--- config.mk ---
export PLATFORM = sky130hd
export DESIGN_NAME = score_keeper
export DESIGN_NICKNAME = d
export VERILOG_FILES = /design/src/rtl/score_keeper.sv
export SDC_FILE = /design/constraint.sdc
export NUM_CORES = 1
export LEC_CHECK = 0
export CAP_MARGIN = 5
export CORE_MARGIN = 1
export CORE_UTILIZATION = 48
export CTS_CLUSTER_DIAMETER = 30
export DETAILED_ROUTE_END_ITERATION = 7
export PLACE_DENSITY = 0.8
export SYNTH_ARGS = -nofsm -noshare
export SYNTH_HDL_FRONTEND = slang
export SYNTH_SLANG_ARGS = --single-unit
export TNS_END_PERCENT = 50
--- constraint.sdc ---
create_clock -name clk -period 1.7 [get_ports clk]
set_input_delay 0.255 -clock clk [delete_from_list [all_inputs] [get_ports clk]]
set_output_delay 0.255 -clock clk [all_outputs]
set_load 0.01 [all_outputs]
--- src/rtl/score_keeper.sv ---
// score_keeper: two-player packed-BCD scoreboard with edge-detected point inputs.
// Ports: clk, reset_n (sync, active-low), score_in[1:0] (level point requests),
//        new_game (sync clear), score0/score1 (4*NDIG packed BCD, units in [3:0]),
//        point_strobe[1:0] (score changed), game_over, winner (01 P0, 10 P1, 11 tie).
module score_keeper #(
    parameter int NDIG      = 2,
    parameter int WIN_SCORE = 11,
    parameter bit SATURATE  = 1'b0
) (
    input  logic              clk,
    input  logic              reset_n,
    input  logic [1:0]        score_in,
    input  logic              new_game,
    output logic [4*NDIG-1:0] score0,
    output logic [4*NDIG-1:0] score1,
    output logic [1:0]        point_strobe,
    output logic              game_over,
    output logic [1:0]        winner
);

    typedef enum logic {
        PLAY = 1'b0,
        OVER = 1'b1
    } state_t;

    localparam int W = 4*NDIG;

    // Decimal win threshold converted once to the packed-BCD score format.
    function automatic logic [W-1:0] to_bcd(input int v);
        logic [W-1:0] r;
        int           x;
        r = '0;
        x = v;
        for (int d = 0; d < NDIG; d++) begin
            r[4*d +: 4] = 4'(x % 10);
            x = x / 10;
        end
        return r;
    endfunction

    function automatic logic all_nines(input logic [W-1:0] v);
        logic r;
        r = 1'b1;
        for (int d = 0; d < NDIG; d++) begin
            if (v[4*d +: 4] != 4'd9) begin
                r = 1'b0;
            end
        end
        return r;
    endfunction

    // Ripple +1 through the digits; all-nines naturally wraps to zero.
    function automatic logic [W-1:0] bcd_inc(input logic [W-1:0] v);
        logic [W-1:0] r;
        logic         c;
        r = v;
        c = 1'b1;
        for (int d = 0; d < NDIG; d++) begin
            if (c) begin
                if (v[4*d +: 4] == 4'd9) begin
                    r[4*d +: 4] = 4'd0;
                end else begin
                    r[4*d +: 4] = v[4*d +: 4] + 4'd1;
                    c = 1'b0;
                end
            end
        end
        return r;
    endfunction

    localparam logic [W-1:0] WIN_BCD = to_bcd(WIN_SCORE);
    localparam bit           WIN_EN  = (WIN_SCORE != 0);

    state_t       state;
    logic [1:0]   prev;
    logic [1:0]   rise;
    logic [1:0]   upd;
    logic [1:0]   hit;
    logic [W-1:0] next0;
    logic [W-1:0] next1;

    always_comb begin
        rise  = score_in & ~prev;
        next0 = bcd_inc(score0);
        next1 = bcd_inc(score1);
        // In saturating mode an all-nines score is not a change at all.
        upd[0] = rise[0] && !(SATURATE && all_nines(score0));
        upd[1] = rise[1] && !(SATURATE && all_nines(score1));
        hit[0] = WIN_EN && upd[0] && (next0 == WIN_BCD);
        hit[1] = WIN_EN && upd[1] && (next1 == WIN_BCD);
    end

    always_ff @(posedge clk) begin
        if (!reset_n) begin
            prev         <= score_in;
            score0       <= '0;
            score1       <= '0;
            point_strobe <= 2'b00;
            game_over    <= 1'b0;
            winner       <= 2'b00;
            state        <= PLAY;
        end else begin
            prev         <= score_in;
            point_strobe <= 2'b00;
            if (new_game) begin
                score0    <= '0;
                score1    <= '0;
                game_over <= 1'b0;
                winner    <= 2'b00;
                state     <= PLAY;
            end else if (state == PLAY) begin
                if (upd[0]) begin
                    score0          <= next0;
                    point_strobe[0] <= 1'b1;
                end
                if (upd[1]) begin
                    score1          <= next1;
                    point_strobe[1] <= 1'b1;
                end
                if (|hit) begin
                    state     <= OVER;
                    game_over <= 1'b1;
                    winner    <= hit;
                end
            end
        end
    end

endmodule

### Word level (Yosys, flattened, before mapping)

Index checks and enable logic that the tools add are counted.

* register bits: 24
* output and inout port bits: 21

* bitwise gates (word level): 4
* muxes and demuxes: 12
* reductions and logical operators: 8
* add/subtract/negate cells: 4
* equal/unequal tests: 6

Operators by type and width (count)
* $mux W4: 6
* $add A4 B1 Y4 const B: 4
* $eq A4 B4 Y1 const B: 4
* $eq A8 B5 Y1 const B: 2
* $mux W1: 6
* $reduce_and A2 Y1: 3
* $reduce_or A2 Y1: 2
* $reduce_or A3 Y1: 1
* $and A2 B2 Y2: 1
* $logic_and A1 B1 Y1: 2
* $not A1 Y1: 2
* $not A2 Y2: 1

### Longest topological paths before layout

* word-level depth: 8
* gate-level depth with buffers: 5
* mapped depth without buffers: 4

### Least setup slack after synthesis

No wires, ideal clock.

* path kind: register to register
* start: register score0[0]
* end: register winner[1]
* period minus slack after synthesis: 1.469 ns
* library setup time: 0.119 ns
* arrival time: 1.351 ns
* setup slack: 0.231 ns
* path buffers: 0
* stages on the path, launching flop included: 5
* path through: dfxtp_1 -> nor4b_1 -> nand3_1 -> or3_1 -> o221a_1

* cells in the longest elaborated chain, start to end: 7
* elaborated cells between the ends (all ways): 9
* classes of those cells: add/sub: 1; eq/ne: 2; mux: 3; reduce/logical: 3

RTL lines
* from (decl): RTL line 14 `output logic [4*NDIG-1:0] score0,`
* from (signal assigned): RTL line 113 `score0 <= next0;`
* parallel branches: the longest is 3 deep, another holds $add A4 B1 Y4
* $eq A8 B5 Y1 (*): RTL line 89 `hit[0] = WIN_EN && upd[0] && (next0 == WIN_BCD);`
* $logic_and A1 B1 Y1 (*): RTL line 89
* $reduce_or A2 Y1 (*): RTL line 120 `if (|hit) begin`
* $reduce_and A2 Y1 (no source line) (*)
* to (signal assigned): RTL line 123 `winner <= hit;`
* to (decl): RTL line 18 `output logic [1:0] winner`

Mark *: on every way between the ends.
A chain may end at the register's enable or synchronous reset.

### Final worst setup path

* start: register score0[6]
* end: output port score0[6]

No word-level cell between the ends.

==> results.yml <==
status:
  status: "finished clean"
worst_setup_path:
  cp_top_family: "buffers and inverters"
  crit_path_start_kind: "register"
  path_max_fanout: 7
  critical_path_buf_inv_count: 1
  slowest_delay_ps: 590
  crit_slowest_cell: "clkdlybuf4s50_1"
  arrival_ps: 1380
  cp-end-kind: "output port"
  worstPathRequired_ps: 1440
  cp_cell_sequence: "clkdlybuf4s50_1"
  critical_path_class: "reg2out"
clocking:
  cts_root_buffer: "clkbuf_4"
  cts.clk_slew.worst_paths_ps: 130
  clock_latency_ps: 310
  cts_buffers: 3
  htree_levels: 1
  max-clock-path-buffers: 2
  cts_tree: "done"
  hold_buffers: 0
  numClockSinks: 24
logic_synthesis:
  syn_area_per_cell_um2: 9.16
  synth_area_um2: 1140
  seq_area_frac_synth: 0.423
  synth_nets: 129
  synthCells: 124
  synth_cell_types: 34
  yosysWarningCount: 0
  synth-seq-cells: 24
routing:
  drt_wl_total_um: 2470
  viasPerCell: 5.59
  drt_iter0_markers: 14
  drtAntennaViolNets: 0
  first_pass_iters: 4
  vias: 1057
  wl_per_cell_um: 13.1
  drc: 0
final_layout:
  diodes: 0
  nets: 167
  finalInstanceArea_um2: 1540
  fill_cells: 195
  syn_to_final_growth_pct: 35.9
  post-route-util: 0.698
  drive_above_1_share: 0.174
placement:
  placed_area_um2: 1500
  dpl_worst_slack_ps: -146
  hpwl_um: 1850
  gp_congestion: 0.774
  io_buffers: 25
floorplanning:
  die_y_um: 50.7
  io_pins: 26
  fp.dieW_um: 50.7
  start_util: 0.514
  dieArea_um2: 2570
  rows: 17
  core_area_um2: 2210
sta:
  setup_viol: 0
  slew_headroom: 0.748
  rsz0062_at_grt: "false"
  worst_pin_slew_ps: 373
  period_share: 0.965
  setup_slack_ps: 60.3
  tns_ps: 0
  hold_viol_final: 0
  clock_skew_ps: 2.79
  min_period_ps: 1640
  report.final.slew_viol_count: 0
  fin_hold_ws_ps: 505
  fmax_mhz: 610
global_route:
  grt_overflow_total: 0
  track_usage: 0.219
  grt_pass1_wl_um: 4290
  antenna_found_initial: 0
  grt_pass1_vias: 990
  grt_max_degree: 14
power:
  p_leak_nw: 0.532
  power_density_nw_per_um2: 610
  peakVddDrop_v: 0.000464
min_path:
  hold_class: "reg2reg"
job:
  drv_cap: 0
## routing by layer
| metal | vias up | wire length (um) | global-route usage |
|---|---|---|---|
| li1 | 524 | - | - |
| met1 | 504 | 1180 | 0.263 |
| met2 | 25 | 1210 | 0.400 |
| met3 | 4 | 61 | 0.0273 |
| met4 | 0 | 25 | 0.0694 |
| met5 | - | 0 | 0 |
## final timing paths
| path | startpoint | endpoint | slack (ps) | cells after the start |
|---|---|---|---|---|
| max | score0[6] | score0[6] | 60 | 1 |
| min | winner[0] | winner[0] | 510 | 2 |
| max reg2reg | score1[7] | winner[1] | 150 | 4 |
| min reg2reg | winner[0] | winner[0] | 510 | 2 |
## logic make-up (layout without fill, tap and decap cells)
kind of cell           after synthesis  after routing  share of synthesized area
XOR/XNOR                             9              9                     0.0694
multiplexers                         3              3                     0.0275
flip-flops                          24             24                      0.423
AND/OR/NAND/NOR                     61             61                      0.344
AO/OA/AOI/OAI                       21             21                      0.117
buffers and inverters                6             43                     0.0198
## metrics by stage
stage	power, W	std cells
floorplan	0.000615	124
global placement	0.000649	185
detailed placement	0.000651	185
CTS	0.000945	189
global route	0.000976	189
finish	0.000941	189
## what timing repair did
| item | CTS | global route |
|---|---|---|
| setup buffers | 0 | 0 |
| resized for setup | 0 | 5 |
| endpoints found under the setup margin | 0 | 6 |
## cell usage in the layout, fill, tap and decap left out, drive strengths merged, types with 2 or more instances in the layout
cell type      instances
o21ai                  6
xor2                   4
o31ai                  2
nand2b                 2
and2                   3
or4b                   2
nand2                  5
inv                    2
nand4b                 4
a21oi                  7
nor2                  16
nor3b                  4
clkdlybuf4s50         25
nand4bb                2
clkbuf                 4
nor3                   3
and4bb                 2
nor2b                  5
nand3                  5
nand4                  3
buf                   12
mux2i                  2
dfxtp                 24
xnor2                  5
or3                    3
## Yosys cell counts
cell	n	area (um^2)
a21oi_1	7	35.0
a22oi_1	1	7.51
a311o_1	1	10.0
a41oi_1	1	8.76
and2_1	3	18.8
and4bb_2	2	25.0
clkbuf_1	4	15.0
dfxtp_1	24	480
inv_1	2	7.51
mux2_2	1	11.3
mux2i_1	2	20.0
nand2_1	5	18.8
nand2b_1	2	12.5
nand3_1	5	25.0
nand4_1	3	18.8
nand4b_1	4	35.0
nand4bb_1	2	22.5
nor2_1	16	60.1
nor2b_1	5	31.3
nor3_1	2	10.0
nor3_4	1	16.3
nor3b_1	3	22.5
nor3b_2	1	12.5
nor4_1	1	6.26
nor4b_1	1	8.76
o21ai_0	6	30.0
o221a_1	1	11.3
o22ai_1	1	6.26
o311ai_0	1	8.76
o31ai_1	2	15.0
or3_1	3	18.8
or4b_4	2	27.5
xnor2_1	5	43.8
xor2_1	4	35.0
## state kept, by name, indices dropped and copies added (netlist names)
name	flops
prev	2
score1	8
game_over	1
score0	8
state	1
point_strobe	2
winner	2
## power breakdown
part | leakage [nW] | switching, W | internal [W]
clock network | 0.0210 | 0.000172 | 0.000131
logic | 0.315 | 0.0000275 | 0.0000361
registers | 0.196 | 0.00000623 | 0.000569
## final cells by class
type	instances	area, um^2	share of cell area
multi-input cells	94	639	0.414
clock buffers	4	36.3	0.0235
flip-flops and latches	24	485	0.314
inverters	2	7.51	0.00486
repair buffers	37	340	0.220
well taps	28	35.0	0.0227
(Power assumes the default switching activity.)
